[src/rtl/instr_fetch_unit.sv]
// ---------------------------------------------------------------------------
// instr_fetch_unit
//
// Sequential fetch/issue front end. Holds the PC, issues one word-aligned
// request at a time to instruction memory, latches the returned word into an
// issue register and presents its RV32 fields to the control unit until the
// consumer accepts them. Branch redirects retarget the PC and discard any
// stale in-flight or held instruction. Fetching stops once an instruction
// whose opcode equals HALT_OPCODE is issued; `start` resumes at RESET_PC.
//
// Optional feature macro: FETCH_STATS_EN
//   defined   : fetch_count / discard_count are live 32-bit wrapping counters
//   undefined : both count ports are tied to 0 and no counter flops exist
//
// Parameters
//   RESET_PC     first fetch address after start
//   HALT_OPCODE  opcode that stops fetching once issued
//
// Ports
//   clk, rst                     clock, async active-high reset
//   start                        level, sampled only in IDLE
//   imem_req_valid/addr/ready    fetch request handshake
//   imem_resp_valid/data         fetch response (no backpressure)
//   dec_valid/ready              issue handshake
//   dec_opcode..dec_funct7       RV32 fields of the issued word
//   dec_pc                       address of the issued word
//   redirect_valid/pc            one-cycle branch/jump redirect
//   busy                         high whenever not IDLE
//   fetch_count, discard_count   statistics (see macro above)
//
// All outputs come straight from flops; there is no input-to-output path.
// ---------------------------------------------------------------------------
module instr_fetch_unit #(
   parameter logic [31:0] RESET_PC    = 32'h0000_0000,
   parameter logic [6:0]  HALT_OPCODE = 7'b1110011
) (
   input  logic        clk,
   input  logic        rst,
   input  logic        start,
   output logic        imem_req_valid,
   output logic [31:0] imem_req_addr,
   input  logic        imem_req_ready,
   input  logic        imem_resp_valid,
   input  logic [31:0] imem_resp_data,
   output logic        dec_valid,
   input  logic        dec_ready,
   output logic [6:0]  dec_opcode,
   output logic [4:0]  dec_rd,
   output logic [2:0]  dec_funct3,
   output logic [4:0]  dec_rs1,
   output logic [4:0]  dec_rs2,
   output logic [6:0]  dec_funct7,
   output logic [31:0] dec_pc,
   input  logic        redirect_valid,
   input  logic [31:0] redirect_pc,
   output logic        busy,
   output logic [31:0] fetch_count,
   output logic [31:0] discard_count
);

   typedef enum logic [1:0] {
      IDLE = 2'd0,
      REQ  = 2'd1,
      WAIT = 2'd2,
      HOLD = 2'd3
   } state_t;

   // RV32 base field layout, MSB first, so a raw word casts straight in.
   typedef struct packed {
      logic [6:0] funct7;
      logic [4:0] rs2;
      logic [4:0] rs1;
      logic [2:0] funct3;
      logic [4:0] rd;
      logic [6:0] opcode;
   } rv_fields_t;

   state_t     state;
   logic [31:0] pc;
   logic        drop;      // the outstanding response is stale
   rv_fields_t  ir;        // issue register

   logic [31:0] redir_pc;
   logic [31:0] pc_inc;
   logic        issue_hs;

   assign redir_pc = redirect_pc & ~32'h3;
   assign pc_inc   = pc + 32'd4;
   // dec_valid is high for the whole of HOLD, so ready alone completes it.
   assign issue_hs = (state == HOLD) && dec_ready;

   assign dec_opcode = ir.opcode;
   assign dec_rd     = ir.rd;
   assign dec_funct3 = ir.funct3;
   assign dec_rs1    = ir.rs1;
   assign dec_rs2    = ir.rs2;
   assign dec_funct7 = ir.funct7;

   always_ff @(posedge clk or posedge rst) begin
      if (rst) begin
         state          <= IDLE;
         pc             <= RESET_PC;
         drop           <= 1'b0;
         ir             <= '0;
         dec_pc         <= '0;
         dec_valid      <= 1'b0;
         imem_req_valid <= 1'b0;
         imem_req_addr  <= '0;
         busy           <= 1'b0;
      end else begin
         case (state)
            IDLE: begin
               if (start) begin
                  pc             <= RESET_PC;
                  imem_req_addr  <= RESET_PC;
                  imem_req_valid <= 1'b1;
                  busy           <= 1'b1;
                  state          <= REQ;
               end
            end

            REQ: begin
               if (redirect_valid) begin
                  pc <= redir_pc;
                  if (imem_req_ready) begin
                     // The old address went out this cycle; its word is stale.
                     imem_req_valid <= 1'b0;
                     drop           <= 1'b1;
                     state          <= WAIT;
                  end else begin
                     imem_req_addr <= redir_pc;
                  end
               end else if (imem_req_ready) begin
                  imem_req_valid <= 1'b0;
                  state          <= WAIT;
               end
            end

            WAIT: begin
               if (redirect_valid) begin
                  pc <= redir_pc;
                  if (imem_resp_valid) begin
                     // Response arriving alongside the redirect is stale.
                     drop           <= 1'b0;
                     imem_req_addr  <= redir_pc;
                     imem_req_valid <= 1'b1;
                     state          <= REQ;
                  end else begin
                     drop <= 1'b1;
                  end
               end else if (imem_resp_valid) begin
                  if (drop) begin
                     drop           <= 1'b0;
                     imem_req_addr  <= pc;
                     imem_req_valid <= 1'b1;
                     state          <= REQ;
                  end else begin
                     ir        <= rv_fields_t'(imem_resp_data);
                     dec_pc    <= pc;
                     dec_valid <= 1'b1;
                     state     <= HOLD;
                  end
               end
            end

            HOLD: begin
               if (redirect_valid) begin
                  // Redirect wins over both pc+4 and halt.
                  pc             <= redir_pc;
                  imem_req_addr  <= redir_pc;
                  imem_req_valid <= 1'b1;
                  dec_valid      <= 1'b0;
                  state          <= REQ;
               end else if (dec_ready) begin
                  pc        <= pc_inc;
                  dec_valid <= 1'b0;
                  if (ir.opcode == HALT_OPCODE) begin
                     busy  <= 1'b0;
                     state <= IDLE;
                  end else begin
                     imem_req_addr  <= pc_inc;
                     imem_req_valid <= 1'b1;
                     state          <= REQ;
                  end
               end
            end

            default: state <= IDLE;
         endcase
      end
   end

`ifdef FETCH_STATS_EN
   // Dropped work: a stale response in WAIT, or a held instruction that a
   // redirect kills before the consumer takes it.
   logic drop_evt;
   assign drop_evt = ((state == WAIT) && imem_resp_valid && (drop || redirect_valid)) ||
                     ((state == HOLD) && redirect_valid && !dec_ready);

   always_ff @(posedge clk or posedge rst) begin
      if (rst) begin
         fetch_count   <= '0;
         discard_count <= '0;
      end else begin
         if (issue_hs) fetch_count   <= fetch_count + 32'd1;
         if (drop_evt) discard_count <= discard_count + 32'd1;
      end
   end
`else
   assign fetch_count   = '0;
   assign discard_count = '0;
`endif

endmodule

[config.mk]
export PLATFORM = sky130hd
export DESIGN_NAME = instr_fetch_unit
export DESIGN_NICKNAME = d
export VERILOG_FILES = /design/src/rtl/instr_fetch_unit.sv
export SDC_FILE = /design/constraint.sdc
export NUM_CORES = 1
export LEC_CHECK = 0
export CAP_MARGIN = 0
export CORE_AREA = 4 4 137 139
export DETAILED_ROUTE_END_ITERATION = 10
export DIE_AREA = 0 0 141 143
export PLACE_DENSITY = 0.84
export RECOVER_POWER = 50
export SKIP_LAST_GASP = 1
export SYNTH_ARGS = -nofsm -noshare
export SYNTH_HDL_FRONTEND = slang
export SYNTH_SLANG_ARGS = --single-unit
[constraint.sdc]
create_clock -name clk -period 5.4 [get_ports clk]
set_input_delay 1.62 -clock clk [delete_from_list [all_inputs] [get_ports clk]]
set_output_delay 1.62 -clock clk [all_outputs]
set_load 0.05 [all_outputs]
==> impl_metrics.ini <==
[clock_tree]
cts.clk_slew.worst_paths_ps = 60
cts-hold-fix-buffers = 0
cts_sinks = 134
cts.htree.levels = 4
clockBufferDepth = 2
postCtsSetupRepairBufs = 0
clk_latency_ps = 430
numCtsBuffers = 17
cts_tree = yes
cts-root-buf = clkbuf_16
cts_resized = 0

[critical_path]
end_kind = flip-flop
path_cells = dlygate4sd3_1 > buf_4 > a2bb2oi_1 > nand4_1 > buf_4 > nor2_1 > a221o_1
worstPathRequired_ps = 5770
critPathSlowestCell = dlygate4sd3_1
path_max_fanout = 40
path_common_cell = buf_4
crit_path_start = redirect_valid
worst-path-buf-inv = 3
start_kind = primary input
crit_type = primary input to flip-flop
cp.arrival_ps = 4280
cpPeakStageDelay_ps = 600
cp_top_family = buffers and inverters
r2r-start = pc[2]

[routing]
drt_pass1_iterations = 5
drt_wl_total_um = 20200
routed_via_density = 5.50
drt_iter0_drc = 518
ant_nets = 0
route.detailed.drc = 0
drt-wirelength-per-cell_um = 18.2
vias = 6080

[power]
vdd_drop_max_mv = 0.408
power_mw = 6.34
p_leak_nw = 4.17
cellPowerDensity_nw_per_um2 = 671

[sta]
fin_setup_tns_ps = 0
period_minus_slack_ps = 3910
period_share_pct = 72.5
fmax_mhz = 256
finClkSkew_ps = 9.12
rsz0062_at_grt = false
timing.final.hold_violations = 0
maxSlewViolCount = 0
finalWorstSetupSlack_ps = 1490
relSlewSlack_pct = 5.46
setup-violations-final = 0
worst_pin_slew_ps = 1420

[cells_and_area]
utilization_pct = 53.5
fillCellCount = 1586
diodes = 0
multi_input_area_sq_um = 3420
seqCellArea_sq_um = 3350
final_common_cell = dfrtp_1
nets = 940
layout_common_cells = dfrtp_1 (134), clkdlybuf4s50_1 (122), nand2_1 (71)
drive_above_1_share_pct = 13.7
synthToLayoutAreaGrowth_pct = 28.0

[yosys]
yosys_most_used_dff = dfrtp_1
synthTopCellsByArea = dfrtp_1 (45%), mux2_2 (9.9%), buf_4 (7.1%)
syn_inst = 727
synth_edf_count = 0
synth_top_area_share_pct = 45.4
synth_top_family_by_area = compound AO/OA/AOI/OAI gates
yosysTopAreaCell = dfrtp_1
synth_area_per_cell_sq_um = 10.2
ys_warn_count = 0
seq_area_frac_synth_pct = 45.4
synth-compound-area-share_pct = 18.8
synth-async-reset-ratio_pct = 100
post_synth_num_cell_types = 60
synth_simple_gate_area_share_pct = 11.0
synthMuxAreaShare_pct = 10.1
yosys.area_share.xor_xnor_pct = 2.37
synth_area_sq_um = 7380
synth_fa_ha_area_share_pct = 0.848
ys_seq_elements = 134

[floorplan]
core_sq_um = 17700
die_h_um = 143
start_util_pct = 41.8
rows = 49
dieArea_sq_um = 20200
io_pins = 234
fp.dieW_um = 141

[grt]
grt_pass1_vias = 6116
busiest_layer = met2
grtUsageMet2_pct = 34.0
grtUsageTotal_pct = 20.2
gr-total-overflow = 0
grt_use_met3_pct = 4.92
antenna_found_initial = 1
grt_pass1_wl_um = 32400
grt_max_degree = 79
grt_use_met1_pct = 25.1

[min_path]
min_from = imem_req_addr[0]
hold_path.class = flip-flop to flip-flop

[place]
port_buffers = 167
dpl.hpwl_um = 13400
pre_cts_ws_ps = 1150
place_congestion = 0.852

[job]
cap_violations = 0

[run_status]
status = finished, final reports clean
[synthesized netlist by cell type, types with 4 or more instances]
cell	n
a21o_1	14
a21oi_1	42
a221oi_1	15
a22o_1	13
a22oi_1	15
a31oi_1	8
and3_1	8
buf_2	7
buf_4	70
clkbuf_1	33
dfrtp_1	134
ha_1	5
inv_1	10
mux2_2	65
nand2_1	71
nand2b_1	8
nand3_1	9
nand4_1	15
nor2_1	10
nor3_1	6
o211a_1	4
o211ai_1	9
o21ai_0	64
o21ai_1	8
o31ai_1	4
xnor2_1	10
xor2_1	10
[cell families after synthesis]
kind of cell	after synthesis
AO/OA/AOI/OAI	215
AND/OR/NAND/NOR	156
flip-flops	134
buffers and inverters	130
multiplexers	66
XOR/XNOR	20
adder cells (fa/ha/maj)	5
other	1
[metrics by stage]
stage,hold slack [ps],area (sq um),std cells
4_1_cts,484,9460,1106
5_1_grt,504,9450,1106
3_3_place_gp,462,8850,1074
6_report,473,9450,1106
2_1_floorplan,480,7620,790
3_5_place_dp,469,8850,1074
[flip-flops by register name, summed over array words and instances, names as in the netlist]
| register | cells |
|---|---|
| dec_opcode | 7 |
| dec_valid | 1 |
| busy | 1 |
| dec_funct7 | 7 |
| state | 2 |
| dec_rs1 | 5 |
| drop | 1 |
| imem_req_valid | 1 |
| dec_pc | 32 |
| dec_rd | 5 |
| pc | 32 |
| dec_rs2 | 5 |
| dec_funct3 | 3 |
| imem_req_addr | 32 |
[tightest hold or removal path: stages (launching register included)]
cell and delay (ps):
dfrtp_1 340, nand2_1 40, o21ai_0 50
[layout make-up]
| type | instances | share of cell area [%] |
|---|---|---|
| multi-input cells | 526 | 36.2 |
| flip-flops and latches | 134 | 35.5 |
| clock inverters | 14 | 1.83 |
| inverters | 10 | 0.450 |
| well taps | 229 | 3.03 |
| repair buffers | 175 | 18.3 |
| clock buffers | 18 | 4.65 |
[where the power goes]
| group | leakage (nW) | internal, mW | switching (mW) |
|---|---|---|---|
| clock | 0.297 | 0.743 | 0.476 |
| combinational | 2.14 | 1.12 | 2.23 |
| sequential | 1.74 | 1.41 | 0.367 |
| total | 4.17 | 3.27 | 3.07 |
[routing by layer]
metal	share of wire (%)	up-vias
li1	-	2798
met1	41	2970
met2	49	275
met3	7.9	35
met4	2.1	2
met5	0.035	-
[worst paths after layout]
check,cells after the start,slack (ps),to
min in group asynchronous,2,1820,dec_pc[22]
max in group asynchronous,3,1710,imem_req_addr[3]
min,2,470,imem_req_addr[0]
max,7,1490,imem_req_addr[31]
min reg2reg,2,470,imem_req_addr[0]
max reg2reg,7,2460,imem_req_addr[22]
(Power assumes the default switching activity.)
